<file path="config.mk">
export PLATFORM = sky130hd
export DESIGN_NAME = writeback_stage
export DESIGN_NICKNAME = d
export VERILOG_FILES = /design/src/rtl/writeback_stage.sv
export SDC_FILE = /design/constraint.sdc
export NUM_CORES = 1
export LEC_CHECK = 0
export CORE_MARGIN = 2
export CORE_UTILIZATION = 33
export CTS_CLUSTER_DIAMETER = 80
export DETAILED_ROUTE_END_ITERATION = 7
export PLACE_DENSITY = 0.86
export SLEW_MARGIN = 25
export SYNTH_ARGS = -nofsm -noshare
export SYNTH_HDL_FRONTEND = slang
export SYNTH_SLANG_ARGS = --single-unit
</file>
<file path="constraint.sdc">
create_clock -name CLK -period 4.5 [get_ports CLK]
set_input_delay 1.125 -clock CLK [delete_from_list [all_inputs] [get_ports CLK]]
set_output_delay 1.125 -clock CLK [all_outputs]
set_load 0.02 [all_outputs]
</file>
<file path="src/rtl/writeback_stage.sv">
// Writeback stage: selects register-file write data, tracks sticky halt,
// counts retired instructions and keeps the last committed write for forwarding.
module writeback_stage #(
  parameter int WORD_W  = 32,
  parameter int REG_W   = 5,
  parameter int COUNT_W = 32
) (
  input  logic               CLK,
  input  logic               RST,
  input  logic               w_valid,
  input  logic               w_RegWrite,
  input  logic               w_halt,
  input  logic [1:0]         w_MemToReg,
  input  logic [REG_W-1:0]   w_regWSEL,
  input  logic [WORD_W-1:0]  w_port_o,
  input  logic [WORD_W-1:0]  w_dmemload,
  input  logic [WORD_W-1:0]  w_pc4,
  input  logic [WORD_W-1:0]  w_lui,
  output logic               wb_WEN,
  output logic [REG_W-1:0]   wb_wsel,
  output logic [WORD_W-1:0]  wb_wdat,
  output logic               fwd_valid,
  output logic [REG_W-1:0]   fwd_sel,
  output logic [WORD_W-1:0]  fwd_dat,
  output logic               halt,
  output logic [COUNT_W-1:0] retired
);

  typedef enum logic {RUN, HALTED} state_e;

  state_e              state_q, state_d;
  logic [COUNT_W-1:0]  retired_q, retired_d;
  logic                fwd_valid_q, fwd_valid_d;
  logic [REG_W-1:0]    fwd_sel_q, fwd_sel_d;
  logic [WORD_W-1:0]   fwd_dat_q, fwd_dat_d;
  logic                run;
  logic [WORD_W-1:0]   wdat;

  assign run = (state_q == RUN);

  always_comb begin
    wdat = w_port_o;
    unique case (w_MemToReg)
      2'd0: wdat = w_port_o;
      2'd1: wdat = w_dmemload;
      2'd2: wdat = w_pc4;
      2'd3: wdat = w_lui;
    endcase
  end

  assign wb_wsel = w_regWSEL;
  assign wb_wdat = wdat;
  // r0 is hardwired zero, so its writes are dropped here, not in the regfile
  assign wb_WEN  = w_valid & w_RegWrite & (|w_regWSEL) & run & ~RST;

  always_comb begin
    state_d     = state_q;
    retired_d   = retired_q;
    fwd_valid_d = fwd_valid_q;
    fwd_sel_d   = fwd_sel_q;
    fwd_dat_d   = fwd_dat_q;
    if (run && w_valid) begin
      if (w_halt)
        state_d = HALTED;
      if (!(&retired_q))
        retired_d = retired_q + 1'b1;
    end
    if (wb_WEN) begin
      fwd_valid_d = 1'b1;
      fwd_sel_d   = w_regWSEL;
      fwd_dat_d   = wdat;
    end
  end

  always_ff @(posedge CLK or posedge RST) begin
    if (RST) begin
      state_q     <= RUN;
      retired_q   <= '0;
      fwd_valid_q <= 1'b0;
      fwd_sel_q   <= '0;
      fwd_dat_q   <= '0;
    end else begin
      state_q     <= state_d;
      retired_q   <= retired_d;
      fwd_valid_q <= fwd_valid_d;
      fwd_sel_q   <= fwd_sel_d;
      fwd_dat_q   <= fwd_dat_d;
    end
  end

  assign halt      = (state_q == HALTED);
  assign retired   = retired_q;
  assign fwd_valid = fwd_valid_q;
  assign fwd_sel   = fwd_sel_q;
  assign fwd_dat   = fwd_dat_q;

endmodule

</file>
After elaboration in Yosys (flattened, before gate mapping)
Index checks and enable logic that the tools add are counted.
W data, S select, Z words.
{ "classes": {"n_addsub": 1, "n_eq_ne": 3, "mux": 1, "bitwise_logic": 7, "n_reduce_logical": 6} }
{ "ops": {"columns": ["operator", "n"], "rows": [
  ["$pmux W32 S4", 1],
  ["$add A32 B1 Y32 const B", 1],
  ["$reduce_and A32 Y1", 1],
  ["$reduce_or A5 Y1", 1],
  ["$and A1 B1 Y1", 4],
  ["$eq A2 B2 Y1 const B", 2],
  ["$reduce_and A2 Y1", 2],
  ["$not A1 Y1", 3],
  ["$eq A2 B1 Y1 const B", 1],
  ["$logic_not A2 Y1", 1],
  ["$logic_and A1 B1 Y1", 1]
]} }
{ "totals": {"reg_bits": 71, "in_bits": 140, "word_cells": 23} }

Longest topological paths before layout
{ "depth": {"depth_word": 4, "depth_mapped": 8} }

Worst setup path after synthesis
Ideal clock, no wire load.
{ "synth_timing": {"path_type": "input to output", "startpoint": "input port RST", "endpoint": "output port wb_WEN", "arrival_ps": 3662, "slack_ps": -287, "path_stages": 7, "n_path_buf": 3, "path_cell_list": "inv_1 -> and3_1 -> buf_2 -> o21ai_1 -> buf_2 -> buf_2 -> inv_1"} }
{ "synth_between": {"elab_chain_cells": 2} }
{ "synth_lines": {"columns": ["item", "line", "rtl"], "rows": [
  ["start: declaration", "9", "input logic RST,"],
  ["$not A1 Y1", "54", "assign wb_WEN = w_valid & w_RegWrite & (|w_regWSEL) & run & ~RST;"],
  ["$and A1 B1 Y1", "54", null],
  ["end: declaration", "19", "output logic wb_WEN,"]
]} }
No other way between the ends.

Final worst setup path
{ "layout_timing": {"startpoint": "input port w_valid", "endpoint": "output port wb_WEN"} }
{ "layout_between": {"elab_chain_cells": 4} }
{ "layout_lines": {"columns": ["item", "line", "rtl"], "rows": [
  ["start: declaration", "10", "input logic w_valid,"],
  ["$and A1 B1 Y1 (4 in a row)", "54", null]
]} }
No other way between the ends.

==> metrics.cfg <==
[setup_path]
setup.worst_path.class = input port to output port
slowest_delay_ns = 0.60
cp.required_ns = 3.38
crit_path_top_delay_cell = clkdlybuf4s50_1
crit_top_cell = clkdlybuf4s50_1
worstSetupStartpointType = input port
reg2reg_depth = 5
critPathCaptureType = output port
crit_chain = clkdlybuf4s50_1 -> nor2b_1 -> and3_1 -> o21ai_4 -> inv_1 -> clkdlybuf4s50_1
arrival_ns = 2.97
worst-path-max-fanout = 6

[route]
post_drt_wl_per_cell_um = 19.0
vias = 3443
dr.pass1.iters = 4
ant_nets = 0
wl_um = 13000
via_per_inst = 5.03
drcViolationCount = 0
drt_iter0_drc = 240

[timing]
slew_violations = 0
timing.hold.ws_ns = 0.473
slew_headroom_pct = 38.8
fmax_ghz = 0.244
rsz0062_at_grt = false
finalHoldViolCount = 0
fin_crit_ns = 4.10
setup_viol = 0
finalClockSkew_ns = 0.00740
post-route-period-util_pct = 91.0
tns_ns = 0
max_slew.worst_pin.slew_ns = 0.918

[yosys]
syn_area_per_cell_um2 = 13.4
synth_area_um2 = 3880
syn_nets = 431
syn_inst = 290
yosysMostFrequentCell = dfrtp_1
yosysSeqAreaShare_pct = 45.8
synth-edff-count = 0
ys_types = 38
yosys.area.top_type_share_pct = 45.8
synth_area_leaders = dfrtp_1, mux4_2, mux2_2
ys_async_sr_fraction_pct = 100
ys_warn_count = 0
synth-main-ff-cell = dfrtp_1
synth_top_area_cell = dfrtp_1
synth_common_cells = dfrtp_1, mux2_2, mux4_2
ys_ff_latch = 71

[global_route]
grt.total_usage_pct = 20.8
grt_pass1_vias = 3766
grt_pass1_wl_um = 20200
antenna_found_initial = 2
grt_overflow = 0
grt_max_degree = 72

[place]
place_inst = 666
placed_area_um2 = 6500
io_buffers = 248
dpl.hpwl_um = 10200
routabilityCongestion = 0.872

[power]
vdd_drop_max_v = 0.000207
power.leakage_nw = 2.88
powerDensity_nw_per_um2 = 315

[clock_network]
tritoncts = yes
clock-sinks = 71
insertion_delay_ns = 0.34
ctsResizeCount = 0
cts_made_buffers = 9
clk_pin_slew_worst_paths_ns = 0.05
htreeDepth = 3
postCtsSetupBuffers = 0
root_buffer = clkbuf_16
hold_buffers = 0
clk_path_buf_depth = 2

[flow_run]
maxCapViolations = 0

[die]
dieHeight_um = 112
pin_count = 249
die_x_um = 112
core_um2 = 11500
start_util_pct = 33.9
rows = 39
die_area_um2 = 12600

[min_path]
min_path_type = register to register
hold_depth = 1

[layout]
drive_gt1_share_pct = 19.7
fin_nets = 675
finalNonFillerCells = 684
postLayoutCellArea_um2 = 6850
syn_to_final_growth_pct = 76.4

[run_status]
status = complete, no violations

==> per-stage QoR <==
| stage | setup WS (ns) | utilization [%] | power, W |
|---|---|---|---|
| after floorplan | 0.0100 | - | 0.000994 |
| after CTS | 0.331 | 59.7 | 0.00219 |
| after global routing | 0.286 | 59.7 | 0.00224 |
| after detailed placement | 0.337 | 56.7 | 0.00134 |
| after global placement | 0.388 | 56.7 | 0.00133 |
| final | 0.404 | 59.7 | 0.00216 |
==> layout by cell type (no fill, tap or decap), drive strengths merged, types with 4 or more instances in the layout <==
master         netlist  final
and3                 8      8
nand3               12     12
nand4               11     11
nand2               24     24
mux4                32     32
xor2                19     19
nor4                 4      4
clkdlybuf4s50        0    247
clkbuf               4     10
nor3                12     12
buf                 16      6
xnor2               10     10
nor2                 9      9
mux2                35     35
dfrtp               71     71
==> cell families after synthesis <==
logic type | after synthesis | share of synthesized area (%)
buffers and inverters | 24 | 3.45
DFF | 71 | 45.8
and+or+nand+nor | 92 | 14.0
adders and majority gates | 1 | 0.322
muxes | 67 | 28.7
AOI/OAI and AO/OA | 6 | 1.22
xor gates and xnor gates | 29 | 6.54
==> final cells by class <==
class | count | area (um^2)
antenna | 2 | 5.00
clock buffer | 10 | 239
clock inverter | 6 | 108
fill | 912 | 4620
inverter | 4 | 18.8
multi-input combinational | 195 | 1980
sequential | 71 | 1780
tap | 143 | 179
timing repair buffer | 253 | 2540
==> worst max-delay path, delay by kind of cell <==
family	cells	cell delay [ns]
simple gates	2	0.60
buf+inv	3	1.15
compound gates	1	0.09
==> worst paths after layout <==
check,slack [ns],start,endpoint
worst max register to register,2.16,retired[3],retired[19]
worst min register to register,0.47,fwd_valid,fwd_valid
worst max-delay path,0.40,w_valid,wb_WEN
min in group asynchronous,1.47,RST,fwd_dat[10]
max in group asynchronous,2.43,RST,fwd_dat[22]
worst min-delay path,0.47,fwd_valid,fwd_valid
==> where the power goes <==
part,switching (W),internal [W],total [W]
Clock,0.000274,0.000554,0.000828
Sequential,0.0000414,0.000698,0.000739
Combinational,0.000248,0.000343,0.000591
==> sequential cells by signal, indices dropped and copies added, names as in the netlist <==
| signal | cells |
|---|---|
| fwd_dat | 32 |
| retired | 32 |
| fwd_sel | 5 |
| fwd_valid | 1 |
| halt | 1 |
==> metal layers <==
layer	vias to the layer above	GRT usage [%]	share of wire, %
met5	-	0	0
met4	0	11.0	3.7
met3	24	6.86	7.4
met2	145	38.3	54
met1	1708	20.7	35
li1	1566	-	-
No activity file was read; power rests on OpenSTA's default activity.
